## src/rtl/fetch_sequencer_if.sv

```systemverilog
// Instruction-memory read bus between the fetch sequencer (master) and memory (slave).
// A read completes on the clock edge where mem_req and mem_ack are both high.
interface fetch_sequencer_if;
   logic        mem_req;
   logic [15:0] mem_addr;
   logic        mem_ack;
   logic [15:0] mem_rdata;

   modport master (output mem_req, output mem_addr, input mem_ack, input mem_rdata);
   modport slave  (input mem_req, input mem_addr, output mem_ack, output mem_rdata);
endinterface

```

## src/rtl/fetch_sequencer.sv

```systemverilog
// Handshaked instruction-fetch sequencer: fetches opcode + 0..2 extension words, issues, waits for execute.
// Optional ack timeout with sticky error state is enabled by defining FETCH_SEQ_TIMEOUT_EN.
module fetch_sequencer #(
   parameter logic [15:0] RESET_PC    = 16'h0000,
   parameter int          ACK_TIMEOUT = 15
) (
   input  logic                      clk,
   input  logic                      rst,
   fetch_sequencer_if.master         mem,
   output logic                      ins_valid,
   input  logic                      dec_ready,
   output logic [15:0]               instruction,
   output logic [15:0]               instruction_1,
   output logic [15:0]               instruction_2,
   output logic [1:0]                ext_count,
   output logic [15:0]               pc,
   input  logic                      exec_done,
   input  logic                      branch_taken,
   output logic [2:0]                fsm_state,
   output logic                      fetch_err
);

   typedef enum logic [2:0] {
      S_IDLE  = 3'd0,
      S_F0    = 3'd1,
      S_F1    = 3'd2,
      S_F2    = 3'd3,
      S_ISSUE = 3'd4,
      S_EXEC  = 3'd5,
      S_ERR   = 3'd6
   } state_t;

   localparam logic [15:0] START_PC = {RESET_PC[15:1], 1'b0};

   state_t      state_q, state_d;
   logic [15:0] ptr_q, ptr_d;
   logic [15:0] pc_q, pc_d;
   logic [15:0] ins0_q, ins0_d;
   logic [15:0] ins1_q, ins1_d;
   logic [15:0] ins2_q, ins2_d;
   logic [1:0]  n_q, n_d;
   logic        is_fetch;

   // Extension words: source immediate/indexed plus indexed destination for double-operand ops.
   function automatic logic [1:0] ext_words(input logic [15:0] op);
      logic src_ext;
      logic dst_ext;
      src_ext = 1'b0;
      dst_ext = 1'b0;
      if (op[15:12] >= 4'h4) begin
         src_ext = (op[5:4] == 2'b01) || ((op[5:4] == 2'b11) && (op[11:8] == 4'h0));
         dst_ext = op[7];
      end else if (op[15:12] == 4'h1) begin
         src_ext = (op[5:4] == 2'b01) || ((op[5:4] == 2'b11) && (op[3:0] == 4'h0));
      end
      return {1'b0, src_ext} + {1'b0, dst_ext};
   endfunction

   assign is_fetch = (state_q == S_F0) || (state_q == S_F1) || (state_q == S_F2);

`ifdef FETCH_SEQ_TIMEOUT_EN
   logic [7:0] wait_q, wait_d;
`endif

   always_comb begin
      state_d = state_q;
      ptr_d   = ptr_q;
      pc_d    = pc_q;
      ins0_d  = ins0_q;
      ins1_d  = ins1_q;
      ins2_d  = ins2_q;
      n_d     = n_q;
      case (state_q)
         S_IDLE: state_d = S_F0;
         S_F0: begin
            if (mem.mem_ack) begin
               ins0_d  = mem.mem_rdata;
               ins1_d  = 16'h0000;
               ins2_d  = 16'h0000;
               pc_d    = ptr_q;
               n_d     = ext_words(mem.mem_rdata);
               ptr_d   = ptr_q + 16'd2;
               state_d = (ext_words(mem.mem_rdata) == 2'd0) ? S_ISSUE : S_F1;
            end
         end
         S_F1: begin
            if (mem.mem_ack) begin
               ins1_d  = mem.mem_rdata;
               ptr_d   = ptr_q + 16'd2;
               state_d = (n_q == 2'd2) ? S_F2 : S_ISSUE;
            end
         end
         S_F2: begin
            if (mem.mem_ack) begin
               ins2_d  = mem.mem_rdata;
               ptr_d   = ptr_q + 16'd2;
               state_d = S_ISSUE;
            end
         end
         S_ISSUE: begin
            if (dec_ready) state_d = S_EXEC;
         end
         S_EXEC: begin
            if (exec_done) begin
               state_d = S_F0;
               // Jump opcodes 2 and 3: word offset in [9:0], relative to the next word.
               if (branch_taken && (ins0_q[15:13] == 3'b001))
                  ptr_d = pc_q + 16'd2 + {{5{ins0_q[9]}}, ins0_q[9:0], 1'b0};
            end
         end
         S_ERR:   state_d = S_ERR;
         default: state_d = S_IDLE;
      endcase

`ifdef FETCH_SEQ_TIMEOUT_EN
      wait_d = wait_q;
      if (is_fetch) begin
         if (mem.mem_ack) begin
            wait_d = 8'd0;
         end else if (wait_q == 8'(ACK_TIMEOUT - 1)) begin
            wait_d  = 8'd0;
            state_d = S_ERR;
         end else begin
            wait_d = wait_q + 8'd1;
         end
      end
`endif
   end

   always_ff @(posedge clk or negedge rst) begin
      if (!rst) begin
         state_q <= S_IDLE;
         ptr_q   <= START_PC;
         pc_q    <= 16'h0000;
         ins0_q  <= 16'h0000;
         ins1_q  <= 16'h0000;
         ins2_q  <= 16'h0000;
         n_q     <= 2'd0;
      end else begin
         state_q <= state_d;
         ptr_q   <= ptr_d;
         pc_q    <= pc_d;
         ins0_q  <= ins0_d;
         ins1_q  <= ins1_d;
         ins2_q  <= ins2_d;
         n_q     <= n_d;
      end
   end

`ifdef FETCH_SEQ_TIMEOUT_EN
   always_ff @(posedge clk or negedge rst) begin
      if (!rst) wait_q <= 8'd0;
      else      wait_q <= wait_d;
   end
   assign fetch_err = (state_q == S_ERR);
`else
   // Without the timeout the error flag is constant low; the comparison only keeps ACK_TIMEOUT referenced.
   assign fetch_err = 1'b0 & (ACK_TIMEOUT == 0);
`endif

   assign mem.mem_req    = is_fetch;
   assign mem.mem_addr   = ptr_q;
   assign ins_valid      = (state_q == S_ISSUE);
   assign instruction    = ins0_q;
   assign instruction_1  = ins1_q;
   assign instruction_2  = ins2_q;
   assign ext_count      = n_q;
   assign pc             = pc_q;
   assign fsm_state      = state_q;

endmodule

```

## src/flat_wrapper.sv

```systemverilog
// flat-port wrapper written by rule: the top's interface ports become plain ports
module fetch_sequencer_flat 
#(
   parameter logic [15:0] RESET_PC    = 16'h0000,
   parameter int          ACK_TIMEOUT = 15
)
  (clk, rst, ins_valid, dec_ready, instruction, instruction_1, instruction_2, ext_count, pc, exec_done, branch_taken, fsm_state, fetch_err, mem_mem_req, mem_mem_addr, mem_mem_ack, mem_mem_rdata);
  fetch_sequencer_if mem_i ();
  input  logic clk;
  input  logic rst;
  output logic ins_valid;
  input  logic dec_ready;
  output logic [15:0] instruction;
  output logic [15:0] instruction_1;
  output logic [15:0] instruction_2;
  output logic [1:0] ext_count;
  output logic [15:0] pc;
  input  logic exec_done;
  input  logic branch_taken;
  output logic [2:0] fsm_state;
  output logic fetch_err;
  output wire logic [$bits(mem_i.mem_req)-1:0] mem_mem_req;
  output wire logic [$bits(mem_i.mem_addr)-1:0] mem_mem_addr;
  input wire logic [$bits(mem_i.mem_ack)-1:0] mem_mem_ack;
  input wire logic [$bits(mem_i.mem_rdata)-1:0] mem_mem_rdata;
  assign mem_mem_req = mem_i.mem_req;
  assign mem_mem_addr = mem_i.mem_addr;
  assign mem_i.mem_ack = mem_mem_ack;
  assign mem_i.mem_rdata = mem_mem_rdata;
  fetch_sequencer #(.RESET_PC(RESET_PC), .ACK_TIMEOUT(ACK_TIMEOUT)) u_core (.clk(clk), .rst(rst), .mem(mem_i), .ins_valid(ins_valid), .dec_ready(dec_ready), .instruction(instruction), .instruction_1(instruction_1), .instruction_2(instruction_2), .ext_count(ext_count), .pc(pc), .exec_done(exec_done), .branch_taken(branch_taken), .fsm_state(fsm_state), .fetch_err(fetch_err));
endmodule
```

## config.mk

```make
export PLATFORM = sky130hd
export DESIGN_NAME = fetch_sequencer_flat
export DESIGN_NICKNAME = d
export VERILOG_FILES = /design/src/rtl/fetch_sequencer_if.sv /design/src/rtl/fetch_sequencer.sv /design/src/flat_wrapper.sv
export SDC_FILE = /design/constraint.sdc
export NUM_CORES = 1
export LEC_CHECK = 0
export BUFFER_PORTS_ARGS = -buffer_cell sky130_fd_sc_hd__buf_2
export CAP_MARGIN = 20
export CORE_MARGIN = 2
export CORE_UTILIZATION = 54
export CTS_CLUSTER_DIAMETER = 60
export DETAILED_ROUTE_END_ITERATION = 12
export GPL_TIMING_DRIVEN = 0
export PLACE_DENSITY = 0.8
export SLEW_MARGIN = 20
export SYNTH_ARGS = -nofsm -noshare
export SYNTH_HDL_FRONTEND = slang
export SYNTH_SLANG_ARGS = --single-unit
export TNS_END_PERCENT = 30
```

## constraint.sdc

```tcl
create_clock -name clk -period 2.8 [get_ports clk]
set_input_delay 0.14 -clock clk [delete_from_list [all_inputs] [get_ports clk]]
set_output_delay 0.14 -clock clk [all_outputs]
set_load 0.005 [all_outputs]
```

Yosys cells after proc, flatten, opt, wreduce, memory -nomap -nowiden
Cells that the tools add are included.
{"block": "totals", "latchBits": 0, "out_inout_bits": 88, "romBits": 0, "reg_bits": 85, "n_memories": 0, "ram_bits": 0, "elab_cells": 73}
{"block": "op_classes", "n_reduce_logical": 20, "n_shift": 0, "eq_ne": 18, "n_div": 0, "magnitude_cmp": 1, "add_sub_neg": 4, "n_mul": 0, "mux": 23, "bitwise": 0}
{"op": "16-bit one-hot mux with 2 select lines", "count": 3}
{"op": "16-bit two-way mux", "count": 5}
{"op": "16-bit by 2-bit adder with 16-bit output (second input constant)", "count": 2}
{"op": "3-bit two-way mux", "count": 7}
{"op": "3-bit one-hot mux with 7 select lines", "count": 1}
{"op": "16-bit adder", "count": 1}
{"op": "3-bit equality test (second input constant)", "count": 3}
{"op": "4-bit logical NOT", "count": 2}
{"op": "2-bit inequality test (second input constant)", "count": 4}
{"op": "1-bit two-way mux", "count": 7}
{"op": "3-bit by 1-bit equality test with 1-bit output (second input constant)", "count": 2}
{"op": "3-bit by 2-bit equality test with 1-bit output (second input constant)", "count": 2}
{"op": "2-bit by 1-bit inequality test with 1-bit output (second input constant)", "count": 3}
{"op": "3-bit AND reduction", "count": 2}
{"op": "2-bit nonzero test", "count": 3}
{"op": "5-bit AND reduction", "count": 1}
{"op": "2-bit equality test (second input constant)", "count": 2}
{"op": "4-bit by 1-bit equality test with 1-bit output (second input constant)", "count": 1}
{"op": "4-bit by 3-bit >= comparator with 1-bit output (second input constant)", "count": 1}
{"op": "1-bit logical OR", "count": 4}
{"op": "4-bit AND reduction", "count": 1}
{"op": "1-bit logical AND", "count": 3}
{"op": "3-bit logical NOT", "count": 1}
{"op": "3-bit OR reduction", "count": 1}
{"op": "other kinds (4)", "count": 4}

Depth between registers and ports, before layout
{"block": "logic_depth", "ltp_word": 12, "mapped_depth": 10, "mapped_depth_nobuf": 10}

Worst setup path after synthesis
Ideal clock, no wire load.
{"block": "synth_path", "kind": "register to register", "start": "register u_core.ins0_q[7] (netlist: u_core.instruction[7])", "end": "register u_core.ptr_q[13] (netlist: u_core.mem.mem_addr[13])", "slack_ns": 0.345, "path_stages_with_launch": 8, "setup_ns": 0.120, "t_arrival_ns": 2.336, "t_required_ns": 2.680, "path_buffers": 0, "path_cell_list": "dfrtp_1 -> ha_1 -> ha_1 -> a2111oi_0 -> o21ai_1 -> a31oi_1 -> mux2_2 -> and3_1"}
{"block": "synth_via", "elab_chain_cells": 4}
{"item": "from (decl)", "line_no": "fetch_sequencer.sv:38", "text": "logic [15:0] ins0_q, ins0_d;"}
{"item": "from (signal assigned)", "line_no": "fetch_sequencer.sv:143", "text": "ins0_q <= ins0_d;"}
{"item": "16-bit adder", "line_no": "fetch_sequencer.sv:108", "text": "ptr_d = pc_q + 16'd2 + {{5{ins0_q[9]}}, ins0_q[9:0], 1'b0};"}
{"item": "16-bit two-way mux", "line_no": "fetch_sequencer.sv:107", "text": "if (branch_taken && (ins0_q[15:13] == 3'b001))"}
{"item": "16-bit two-way mux", "line_no": "fetch_sequencer.sv:104", "text": "if (exec_done) begin"}
{"item": "16-bit one-hot mux with 2 select lines", "line_no": "fetch_sequencer.sv:73", "text": "case (state_q)"}
{"item": "to (signal assigned)", "line_no": "fetch_sequencer.sv:141", "text": "ptr_q <= ptr_d;"}
{"item": "to (decl)", "line_no": "fetch_sequencer.sv:36", "text": "logic [15:0] ptr_q, ptr_d;"}
No other way between the ends. The select of a mux whose other input is x is not followed.
A chain may end at the register's enable or synchronous reset.

Final worst setup path
{"block": "layout_path", "start": "register u_core.ins0_q[7] (netlist: u_core.instruction[7])", "end": "register u_core.ptr_q[11] (netlist: u_core.mem.mem_addr[11])"}
The elaborated chain is that of the path after synthesis.

==> metrics.txt <==
status completed; met3 WL 890 um; Clock Latency Late Sink ~0.37 ns; Max-Cap Viols 0; Pins Over Slew Limit 0; Initial Util 0.550; vias in the first global route ~4.2k; CP startpoint kind flip-flop; FFs w/ async S/R, synth 1.00; GRT overflow 0; largest net degree at the start of global routing between 40 and 50; root buffer cell clkbuf_8; WHS Path Cells 3; Worst Hold Class in -> reg; leakage power 2.77 nW; FMAX 367 MHz; CP Cell Sequence ha_1 > ha_1 > a2111oi_0 > o21ai_1 > buf_4 > or3_1 > a31oi_1 > nor3_1; Vias about 4.4k; worst vdd ir between 900 and 1000 uV; Seq cells post-synth 85; Via-to-Cell Ratio between 5 and 6; Syn Nets around 560; die height between 90 and 100 um; cts bufs inserted 9; post-layout utilization of the core 0.661; CP Capture Type flip-flop; count of input and output buffers around 110; Least-Margin Pin Slew between 0.9 and 1 ns; Core Region 8640 um2; Arr. time, crit path around 3 ns; Fin. Hold Viols 0; final std cells w/o fill about 740; clock buffer depth 2; Final Wtd Congestion about 0.92; metal2 WL about 6 mm; Slew headroom 0.342; share of post-route cells with drive strength above 1 0.291; Area Growth Syn to Fin 20.2%; Reg2Reg Depth 8; setup violators final 0; Die Area about 9600 um2; drt pass-1 iters 5; met1 wire length between 5 and 6 mm; reg2reg start u_core.instruction[7]; DRC 0; DR WL/cell between 15 and 20 um; number of flops mapped to enable cells by yosys 0; number of antenna diodes 0; critical path class reg -> reg; Worst path slowest cell a2111oi_0; CP Max Fanout 8; syn_area_per_cell 9.46 um2; Routed WL roughly 13 mm; power per cell area around 1300 nW/um2; Rows 34; I/O pins 110; Clock Pin Slew Worst Setup and Hold Paths about 0.090 ns; worst reg-to-reg setup slack between 0.07 and 0.08 ns; Chip Width just under 100 um; Top delay family on crit path compound AO/OA/AOI/OAI gates; Cell variety after synth 58; Synth Instances roughly 500; first-pass GRT wire length 21.1 mm; Reg-to-Reg End u_core.mem.mem_addr[11]; Initial DRC Count roughly 250; hold_sp mem_mem_rdata[9]; WHS Endpoint u_core.instruction_2[9]; crit-path max cell delay 0.45 ns; Final period util 0.974; gr usage total 0.277; TritonCTS clock tree built; Required @ worst endpoint 3.05 ns; dpl cells 719; antenna violations before repair 0; HPWL Detailed around 9.6 mm; Buf/Inv on CP 1; H-tree depth 3; pre-CTS WS around 0.056 ns; crit-path most repeated cell ha_1; Syn. warnings 0; final setup margin about 0.073 ns; nets a little under 700; Cell Area, Synth between 4000 and 5000 um2; uppermost routed layer met4; Post-synth top flop dfrtp_1; CTS sink count 85; crit path time final ~2.7 ns; Final ANT Viol Nets 0; worst-case clock skew around 0.012 ns; register area share after synthesis 0.448
==> routing by layer <==
metal | vias up | global-route usage
met4 | 0 | 0.103
met3 | 21 | 0.0637
met2 | 183 | 0.434
met5 | - | 0
met1 | 2087 | 0.379
li1 | 2062 | -
==> report_power, final <==
| part | total, W | internal, W | switching [W] |
|---|---|---|---|
| registers | 0.00219 | 0.00171 | 0.000479 |
| logic | 0.00428 | 0.00188 | 0.00240 |
| clock network | 0.000982 | 0.000508 | 0.000474 |
| total | 0.00745 | 0.00410 | 0.00335 |
==> worst max path at each step <==
stage / slack [ns] / cells past startpoint / start / to
after CTS: 0.0003 / 7 / u_core.instruction[7] / u_core.mem.mem_addr[13]
after floorplan: 0.34 / 7 / u_core.instruction[7] / u_core.mem.mem_addr[13]
after global placement: 0.06 / 7 / u_core.instruction[7] / u_core.mem.mem_addr[13]
final: 0.07 / 8 / u_core.instruction[7] / u_core.mem.mem_addr[11]
after detailed placement: 0.06 / 7 / u_core.instruction[7] / u_core.mem.mem_addr[13]
after global routing: -0.001 / 7 / u_core.instruction[7] / u_core.mem.mem_addr[13]
==> cell usage after synthesis, drive strengths merged, types with 3 or more instances <==
| cell type | count | area share |
|---|---|---|
| xnor2 | 3 | 0.0055 |
| o211ai | 3 | 0.0047 |
| nor3 | 6 | 0.0063 |
| a311o | 3 | 0.0063 |
| and3 | 3 | 0.0040 |
| nand4 | 5 | 0.0066 |
| o21ai | 45 | 0.047 |
| nor4 | 4 | 0.0053 |
| nand3 | 26 | 0.027 |
| a21oi | 25 | 0.026 |
| mux2i | 3 | 0.0063 |
| dfrtp | 85 | 0.45 |
| o22ai | 4 | 0.0053 |
| mux2 | 36 | 0.085 |
| ha | 30 | 0.079 |
| buf | 15 | 0.016 |
| a211oi | 6 | 0.0095 |
| nor2 | 27 | 0.022 |
| clkbuf | 9 | 0.0071 |
| or3 | 3 | 0.0053 |
| o21bai | 3 | 0.0047 |
| a31oi | 7 | 0.0092 |
| nand2 | 92 | 0.073 |
| nor2b | 9 | 0.012 |
| inv | 9 | 0.0071 |
| nand2b | 6 | 0.0079 |
==> flip-flops by register name, summed over array words and instances (netlist names) <==
| register | flops |
|---|---|
| u_core.ext_count | 2 |
| u_core.fsm_state | 3 |
| u_core.instruction | 16 |
| u_core.instruction_1 | 16 |
| u_core.instruction_2 | 16 |
| u_core.mem.mem_addr | 16 |
| u_core.pc | 16 |
==> metrics by stage <==
step	hold WS, ns	cell area (um2)	setup TNS [ns]	power, W
after floorplan	-0.156	4750	0	0.00492
after global placement	0.421	5420	0	0.00616
after detailed placement	0.159	5450	0	0.00629
after CTS	0.0266	5680	0	0.00730
after global routing	0.0375	5710	-0.000964	0.00808
final	0.0363	5710	0	0.00745
==> cell families (layout without fill, tap and decap cells) <==
family / after synthesis / after routing / synth area share
flip-flops: 85 / 85 / 0.448
buffers and inverters: 33 / 160 / 0.0300
AND/OR/NAND/NOR: 194 / 194 / 0.192
multiplexers: 39 / 39 / 0.0917
adder cells (fa/ha/maj): 31 / 31 / 0.0833
other: 1 / 1 / 0.000790
XOR/XNOR: 4 / 4 / 0.00738
AO/OA/AOI/OAI: 115 / 115 / 0.147
==> layout make-up <==
| cell class | instances | area, um2 |
|---|---|---|
| buffer | 24 | 109 |
| clock buffer | 9 | 124 |
| clock inverter | 6 | 96.3 |
| fill | 718 | 2930 |
| inverter | 9 | 33.8 |
| multi-input combinational | 384 | 2490 |
| sequential | 85 | 2130 |
| tap | 108 | 135 |
| timing repair buffer | 112 | 588 |
==> tightest hold or removal path: cells and delay by family <==
| family | cells | cell delay (ns) |
|---|---|---|
| buffers and inverters | 1 | 0.12 |
| AOI/OAI and AO/OA | 1 | 0.06 |
| and+or+nand+nor | 1 | 0.05 |
==> cell usage in the layout (no fill, tap or decap), drive strengths merged, types with 3 or more instances in the layout <==
master    n
buf     126
nand2    92
dfrtp    85
o21ai    45
mux2     36
ha       30
nor2     27
nand3    26
a21oi    25
clkbuf   18
inv      11
nor2b     9
a31oi     7
nor3      6
nand2b    6
a211oi    6
nand4     5
nor4      4
o22ai     4
o211ai    3
and3      3
o21bai    3
a311o     3
mux2i     3
xnor2     3
or3       3
==> timing repair <==
| item | CTS | global route |
|---|---|---|
| endpoints found under the hold margin | 41 | 0 |
| hold buffers | 1 | 0 |
| gates resized for setup | 0 | 4 |
| setup buffers | 0 | 2 |
| endpoints found under the setup margin | 0 | 4 |
(Power assumes the default switching activity.)
